**config.mk**
```make
export PLATFORM = sky130hd
export DESIGN_NAME = countdown_ctrl
export DESIGN_NICKNAME = d
export VERILOG_FILES = /design/src/rtl/countdown_ctrl.sv
export SDC_FILE = /design/constraint.sdc
export NUM_CORES = 1
export LEC_CHECK = 0
export BUFFER_PORTS_ARGS = -buffer_cell sky130_fd_sc_hd__buf_2
export CAP_MARGIN = 15
export CORE_MARGIN = 2
export CORE_UTILIZATION = 28
export CTS_CLUSTER_SIZE = 20
export DETAILED_ROUTE_END_ITERATION = 12
export GPL_TIMING_DRIVEN = 0
export MAX_ROUTING_LAYER = met4
export PLACE_DENSITY = 0.53
export SLEW_MARGIN = 5
export SYNTH_ARGS = -nofsm -noshare
export SYNTH_HDL_FRONTEND = slang
export SYNTH_SLANG_ARGS = --single-unit
```
**constraint.sdc**
```tcl
create_clock -name clk -period 1.7 [get_ports clk]
set_input_delay 0.17 -clock clk [delete_from_list [all_inputs] [get_ports clk]]
set_output_delay 0.17 -clock clk [all_outputs]
set_load 0.05 [all_outputs]
```
**src/rtl/countdown_ctrl.sv**
```systemverilog
// Front end for the countdown timer: turns start/pause/cancel/ack pulses into
// a load, one decrement every DIV clocks, and a bounded alarm on expiry.
module countdown_ctrl #(
  parameter int N            = 8,
  parameter int DIV          = 4,
  parameter int ALARM_CYCLES = 16
) (
  input  logic         clk,
  input  logic         reset,
  input  logic         start,
  input  logic         pause,
  input  logic         cancel,
  input  logic         ack,
  input  logic [N-1:0] preset,
  input  logic         timeup,
  output logic         load,
  output logic [N-1:0] value,
  output logic         decr,
  output logic         busy,
  output logic         paused,
  output logic         alarm
);

  localparam int PW = $clog2(DIV);
  localparam int AW = (ALARM_CYCLES > 0) ? $clog2(ALARM_CYCLES + 1) : 1;
  localparam logic [PW-1:0] PRESC_MAX  = PW'(DIV - 1);
  localparam logic [AW-1:0] ALARM_LAST = AW'((ALARM_CYCLES > 0) ? (ALARM_CYCLES - 1) : 0);
  localparam bit            ALARM_TIMED = (ALARM_CYCLES != 0);

  typedef enum logic [2:0] {
    S_IDLE  = 3'd0,
    S_ARM   = 3'd1,
    S_CHECK = 3'd2,
    S_RUN   = 3'd3,
    S_PAUSE = 3'd4,
    S_DONE  = 3'd5
  } state_t;

  state_t        r_state;
  state_t        w_next_state;
  logic [PW-1:0] r_presc;
  logic [AW-1:0] r_alarm_cnt;
  logic [N-1:0]  r_value;
  logic          w_alarm_expired;

  assign w_alarm_expired = ALARM_TIMED && (r_alarm_cnt == ALARM_LAST);

  // State register
  always_ff @(posedge clk) begin
    if (reset) begin
      r_state <= S_IDLE;
    end else begin
      r_state <= w_next_state;
    end
  end

  // Next-state logic; cancel outranks start, which outranks ack and pause
  always_comb begin
    w_next_state = r_state;
    if (cancel) begin
      w_next_state = S_IDLE;
    end else if (start) begin
      w_next_state = S_ARM;
    end else begin
      case (r_state)
        S_IDLE:  w_next_state = S_IDLE;
        S_ARM:   w_next_state = S_CHECK;
        S_CHECK: w_next_state = timeup ? S_DONE : S_RUN;
        S_RUN: begin
          if (timeup) begin
            w_next_state = S_DONE;
          end else if (pause) begin
            w_next_state = S_PAUSE;
          end else begin
            w_next_state = S_RUN;
          end
        end
        S_PAUSE: w_next_state = pause ? S_RUN : S_PAUSE;
        S_DONE: begin
          if (ack || w_alarm_expired) begin
            w_next_state = S_IDLE;
          end else begin
            w_next_state = S_DONE;
          end
        end
        default: w_next_state = S_IDLE;
      endcase
    end
  end

  // Captured preset, prescaler and alarm counter
  always_ff @(posedge clk) begin
    if (reset) begin
      r_value     <= '0;
      r_presc     <= '0;
      r_alarm_cnt <= '0;
    end else if (cancel) begin
      r_value     <= r_value;
      r_presc     <= r_presc;
      r_alarm_cnt <= r_alarm_cnt;
    end else if (start) begin
      r_value     <= preset;
      r_presc     <= '0;
      r_alarm_cnt <= '0;
    end else begin
      case (r_state)
        S_CHECK: r_presc <= '0;
        S_RUN: begin
          // The prescaler holds in the cycle pause is taken so no tick is lost
          if (!timeup && !pause) begin
            r_presc <= (r_presc == PRESC_MAX) ? '0 : (r_presc + {{(PW-1){1'b0}}, 1'b1});
          end else begin
            r_presc <= r_presc;
          end
        end
        S_DONE: begin
          if (ALARM_TIMED && !w_alarm_expired) begin
            r_alarm_cnt <= r_alarm_cnt + {{(AW-1){1'b0}}, 1'b1};
          end else begin
            r_alarm_cnt <= r_alarm_cnt;
          end
        end
        default: begin
          r_presc     <= r_presc;
          r_alarm_cnt <= r_alarm_cnt;
        end
      endcase
    end
  end

  // Moore outputs decoded from the state register
  always_comb begin
    load   = 1'b0;
    busy   = 1'b0;
    paused = 1'b0;
    alarm  = 1'b0;
    case (r_state)
      S_ARM: begin
        load = 1'b1;
        busy = 1'b1;
      end
      S_CHECK: busy = 1'b1;
      S_RUN:   busy = 1'b1;
      S_PAUSE: begin
        busy   = 1'b1;
        paused = 1'b1;
      end
      S_DONE:  alarm = 1'b1;
      default: begin
        load   = 1'b0;
        busy   = 1'b0;
        paused = 1'b0;
        alarm  = 1'b0;
      end
    endcase
  end

  assign decr  = (r_state == S_RUN) && (r_presc == PRESC_MAX);
  assign value = r_value;

endmodule

```
==> impl_results.md, run 1 <==
* First-pass GRT wire length at 4.02 mm
* Critical Path Source Type: flip-flop
* HPWL after detailed placement at 1.64 mm
* Drt first pass iters at 4
* Outcome: complete, but fails checks
* Static leakage at 0.511 nW
* Number of DRC markers in iteration 0 at 25
* Max-cap violations at 0
* Worst IR Drop VDD at 524 uV
* Distinct cell type count after synthesis at 35
* RSZ-0062 raised after global routing: yes
* Pwr/cell area at 628 nW/um^2
* Crit share post-route at 104%
* Initial Util at 29.1%
* Clock Path Buffers at 2
* DRT Wirelength at 2.34 mm
* FFs w/ async S/R, synth at 0%
* Gate Count Post-Synth at 114
* Setup slack after layout at -67.9 ps
* # clock sinks at 18
* P&R area growth vs syn at 34.2%
* Final max-slew violation count at 0
* Antenna Nets Post-Route at 0
* EDFF count, synth at 0
* DR vias/cell at 4.76
* Placeable Area at 3340 sq um
* Initial antenna violation count at 0
* Count leader, synth: nand2_1
* Crit end category: flip-flop
* Setup TNS at -117 ps
* Clock Skews at 6.32 ps
* Root buffer cell: clkbuf_4
* Post-layout min period at 1770 ps
* Crit path DAT at 2000 ps
* TritonCTS clock tree: done
* Hold_ws at 95.8 ps
* Final setup fails at 2
* DP Worst Slack at -113 ps
* CP required at 1940 ps
* Critical path type: reg2reg
* Wire per inst at 12.1 microns
* Full die area at 3950 sq um
* Die Height at 62.9 microns
* Tot GR Track Use at 12.8%
* Number of global-route vias before repair at 911
* Seq. cell area at 369 sq um
* Largest net degree at the start of global routing at 11
* Synthesized net count at 133
* GPL Wtd Cong at 0.780
* DRC Markers at 0
* Worst Max-Slew Pin Slew at 462 ps
* Clock Pin Slew Worst Setup and Hold Paths at 110 ps
* I/O Buffers at 26
* IO Count at 28
* Chip Width at 62.9 microns
* Routed vias at 919
* Max frequency at 566 MHz
* CTS H-tree lvls at 1
* Min-Delay Path Class: in2reg
* Sequential fraction of the synthesis area at 37.2%
* Relative max-transition margin at 69.2%
* Most common library cells after synthesis: nand2_1, dfxtp_1, a21oi_1
* Clk_lat worst skew at 300 ps
* Row count at 21
* Antenna Cells at 0
* Layout fillers at 367
* Area share of the largest cell type after synthesis at 37.2%
* Layout cells sized above 1 at 35.4%
* CP max FO at 6
* Failing checks: setup timing
* Multi-input logic area at 628 sq um
* Synth Register Bits at 18
* Final net count at 167
* CTS buffer count at 3
* Hold Fails Final Rpt at 0
* Post-synthesis instance area at 970 sq um
* Total global routing overflow at 0
* Synth top area cells: dfxtp_1, nand2_1, a21oi_1, ha_1, nand2b_1
* Yosys warning total at 0
* Dominant synthesized flop cell: dfxtp_1
* Cell accounting for the most synthesized area: dfxtp_1
* Synthesized area per cell at 8.51 sq um
## worst max-delay path: stages, from the launching register on
cell	delay [ps]
dfxtp_1	360
ha_4	170
and3_4	180
ha_4	150
nand4bb_4	230
or4b_1	490
a21oi_1	120
## logic make-up (layout without fill, tap and decap cells)
kind of cell,Yosys count,count (layout),synth area share (%)
buffers and inverters,11,44,5.29
and+or+nand+nor,53,53,32.4
AOI/OAI and AO/OA,25,25,16.9
DFF,18,18,37.2
muxes,3,3,3.10
adders and majority gates,4,4,5.16
## routing by layer
layer | part of all wire (%) | wire length (microns) | vias up | global-route usage [%]
met5 | 0 | 0 | - | -
met4 | 0.34 | 8 | 0 | 1.94
met3 | 4.2 | 99 | 2 | 3.42
met2 | 47 | 1090 | 25 | 21.4
met1 | 49 | 1140 | 418 | 15.9
li1 | - | - | 474 | -
## metrics by stage
step           instance area [sq um]  utilization [%]  power [mW]  std cells
6_report                        1300             39.0       0.818        193
5_1_grt                         1300             39.0       0.852        193
4_1_cts                         1280             38.3       0.832        193
3_5_place_dp                    1180             35.4       0.553        186
3_3_place_gp                    1180             35.4       0.552        186
2_1_floorplan                    992                -       0.515        114
## layout make-up
| class | count | share of cell area, % |
|---|---|---|
| clock buffers | 4 | 2.79 |
| well taps | 46 | 4.42 |
| plain buffers | 6 | 2.50 |
| repair buffers | 29 | 12.2 |
| multi-input cells | 85 | 48.3 |
| flip-flops and latches | 18 | 28.4 |
| inverters | 5 | 1.44 |
## where the power goes
group	internal, mW	switching [mW]	total (mW)
clock network	0.131	0.147	0.277
logic	0.0333	0.0755	0.109
registers	0.427	0.00415	0.431
total	0.591	0.226	0.818
## what timing repair did
item / in CTS / in global routing
resized for setup: 11 / 6
setup buffers: 3 / 0
setup endpoints to repair: 5 / 5
hold endpoints to repair: 0 / 0
pin swaps: 2 / 0
hold buffers: 0 / 0
## worst paths after layout
| check | start | endpoint | slack, ps | cells after the start |
|---|---|---|---|---|
| setup / recovery | r_alarm_cnt[1] | r_alarm_cnt[1] | -70 | 6 |
| hold / removal | preset[0] | value[0] | 100 | 3 |
| setup reg to reg | r_alarm_cnt[1] | r_alarm_cnt[1] | -70 | 6 |
| hold reg to reg | value[0] | value[0] | 460 | 2 |
## registers in the layout, indices dropped and copies added (netlist names)
signal,cells
r_presc,2
r_alarm_cnt,5
r_state,3
value,8
## cells in the final DEF, fill, tap and decap left out, drive strengths merged
| cell type | n |
|---|---|
| o211ai | 2 |
| or4b | 1 |
| nor2b | 2 |
| nand2 | 20 |
| clkbuf | 7 |
| and3b | 1 |
| and3 | 3 |
| a32oi | 1 |
| buf | 32 |
| a211oi | 1 |
| a21oi | 12 |
| o21ai | 3 |
| ha | 4 |
| a31oi | 1 |
| nand4 | 2 |
| nor3 | 2 |
| o21bai | 1 |
| nand3 | 3 |
| nand4bb | 1 |
| nor3b | 5 |
| mux2i | 3 |
| a211o | 1 |
| dfxtp | 18 |
| nand2b | 5 |
| a221oi | 1 |
| a311oi | 1 |
| and4bb | 1 |
| nor2 | 3 |
| or4 | 1 |
| a22oi | 1 |
| inv | 5 |
| or3 | 3 |
No activity file was read; power rests on OpenSTA's default activity.
==> run 2, diff against run 1 <==
--- a/config.mk
+++ b/config.mk
@@ -7,6 +7,7 @@
 export LEC_CHECK = 0
 export BUFFER_PORTS_ARGS = -buffer_cell sky130_fd_sc_hd__buf_2
 export CAP_MARGIN = 15
+export CORE_ASPECT_RATIO = 0.7
 export CORE_MARGIN = 2
 export CORE_UTILIZATION = 28
 export CTS_CLUSTER_SIZE = 20
==> impl_results.md, run 2 (synthesis gave the netlist of run 1 again) <==
* Outcome: complete, but fails checks
* Failing checks: setup timing
* GRT busiest layer: met2
* DRC Markers at 0 (unchanged)
* Chip Width at 74.3 microns (+18%)
* Crit share post-route at 104% (-0.24 points)
* Tot GR Track Use at 13.1% (+0.28 points)
* Grt met2 use at 21.4% (+0.058 points)
* RSZ-0062 raised after global routing: yes
* Die Height at 53.2 microns (-15%)
* DP Worst Slack at -111 ps (+2.20 ps)
* Routed vias at 940 (+2.3%)
* HPWL after detailed placement at 1.72 mm (+4.8%)
* DR vias/cell at 4.80 (+0.72%)
* Antenna Nets Post-Route at 0 (unchanged)
* CP cell instances: ha_4, and3_4, ha_4, nand4bb_4, or4b_4, a21oi_2
* Most frequent cells in the layout: buf_2, nand2_1, dfxtp_1, a21oi_1, inv_1
* Total global routing overflow at 0 (unchanged)
* Seq. cell area at 368 sq um (-0.34%)
* Met3 usage at 3.62% (+0.20 points)
* Worst path bufs/invs at 0 (unchanged)
* Crit path max-delay family: simple AND/OR/NAND/NOR gates
* Internal power at 0.668 mW (+13%)
* Reg power frac at 49.2% (-3.6 points)
* Layout cells sized above 1 at 38.9% (+3.6 points)
* Worst Max-Slew Pin Slew at 473 ps (+11.1 ps)
* Max frequency at 567 MHz (+0.23%)
* Max-cap violations at 0 (unchanged)
* Number of global-route vias before repair at 873 (-4.2%)
* Clock Path Buffers at 2 (unchanged)
* Hold Fails Final Rpt at 0 (unchanged)
* Layout fillers at 340 (-7.4%)
* Antenna Cells at 0 (unchanged)
* Setup slack after layout at -63.8 ps (+4.11 ps)
* Clock Pin Slew Worst Setup and Hold Paths at 70 ps (-40 ps)
* Most common cell after layout, fill and taps aside: buf_2
* Sw Ratio at 24.2% (-3.5 points)
* I/O Buffers at 26 (unchanged)
* Drt first pass iters at 4 (unchanged)
* GPL Wtd Cong at 0.795 (+1.9%)
* First-pass GRT wire length at 3.81 mm (-5.2%)
* Largest net degree at the start of global routing at 11 (unchanged)
* IO Count at 28 (unchanged)
* Critical path type: reg2reg
* CTS buffer count at 3 (unchanged)
* Critical Path Source Type: flip-flop
* Multi-input logic area at 643 sq um (+2.4%)
* Crit path top cell by count: ha_4
* Full die area at 3960 sq um (+0.18%)
* Static leakage at 0.538 nW (+5.4%)
* Wire per inst at 12.5 microns (+2.8%)
* CP required at 1880 ps (-60 ps)
* Clock Skews at 3.09 ps (-3.22 ps)
* Final max-slew violation count at 0 (unchanged)
* Min-Delay Path Class: in2reg
* Grt met1 use at 16.1% (+0.20 points)
* Design area at 1360 sq um (+4.2%)
* # clock sinks at 18 (unchanged)
* Number of DRC markers in iteration 0 at 41 (+64%)
* Clk pwr share at 38.4% (+4.5 points)
* CP max FO at 5 (-1)
* Share of total power in combinational logic at 12.4% (-0.9 points)
* Final net count at 169 (+1.2%)
* DRT Wirelength at 2.45 mm (+4.4%)
* TritonCTS clock tree: done
* Row count at 17 (-19%)
* Switch Pwr at 0.213 mW (-5.9%)
* Area after DPL at 1180 sq um (+0.11%)
* Root buffer cell: clkbuf_8
* Crit path DAT at 1940 ps (-60 ps)
* Placeable Area at 3230 sq um (-3.1%)
* Relative max-transition margin at 68.5% (-0.74 points)
* R2R setup slack at -60 ps (about the same)
* Final setup fails at 2 (unchanged)
* Crit end category: flip-flop
* Initial Util at 30.0% (+0.93 points)
* Slowest CP cell: or4b_4
* Worst IR Drop VDD at 479 uV (-8.7%)
* Post-layout min period at 1760 ps (-4.11 ps)
* P&R area growth vs syn at 39.9%
* Max FFs per register at 8 (unchanged)
* CP max stage delay at 520 ps (+30 ps)
* Pwr/cell area at 650 nW/um^2 (+3.4%)
* Clk_lat worst skew at 250 ps (-50 ps)
* CTS H-tree lvls at 1 (unchanged)
* Initial antenna violation count at 0 (unchanged)
-- run 2: final cells by class --
cell class                 count  area share, %
tap                           47           4.34
buffer                         6           2.40
inverter                       5           1.38
multi-input combinational     85           47.4
sequential                    18           27.1
clock buffer                   4           4.06
timing repair buffer          31           13.3
-- run 2: worst min-delay path: stages --
cell	delay (ps)
buf_2	100
nand2_1	40
a21oi_1	50
-- run 2: final timing paths --
kind                  startpoint              to  cells past startpoint
setup / recovery  r_alarm_cnt[0]  r_alarm_cnt[1]                      6
hold / removal         preset[2]        value[2]                      3
setup reg to reg  r_alarm_cnt[0]  r_alarm_cnt[1]                      6
hold reg to reg         value[3]        value[3]                      2
-- run 2: metal layers --
| layer | vias up | wire length, microns |
|---|---|---|
| li1 | 475 | - |
| met1 | 446 | 1130 |
| met2 | 15 | 1210 |
| met3 | 4 | 66 |
| met4 | 0 | 38 |
| met5 | - | 0 |
-- run 2: timing repair --
action                     CTS  global route
cloned                       0             0
buffers inserted             2             3
pin swaps                    4             2
hold buffers                 0             0
gates resized for setup     10             7
setup endpoints to repair    6             8
-- run 2: power groups by stage --
stage	sequential (mW)	clock, mW	combinational, mW
after floorplan	0.474	0	0.0405
after global placement	0.444	0	0.107
after detailed placement	0.444	0	0.108
after CTS	0.433	0.351	0.109
after global routing	0.434	0.376	0.120
final	0.433	0.338	0.109
-- run 2: stage by stage --
step,util (%),power [mW],std cells,TNS [ps],hold slack [ps]
after floorplan,-,0.515,114,-38.3,239
after global placement,36.5,0.551,187,-218,412
after detailed placement,36.5,0.552,187,-258,417
after CTS,39.7,0.892,193,-49.3,151
after global routing,42.0,0.930,196,-400,147
final,42.0,0.881,196,-112,156
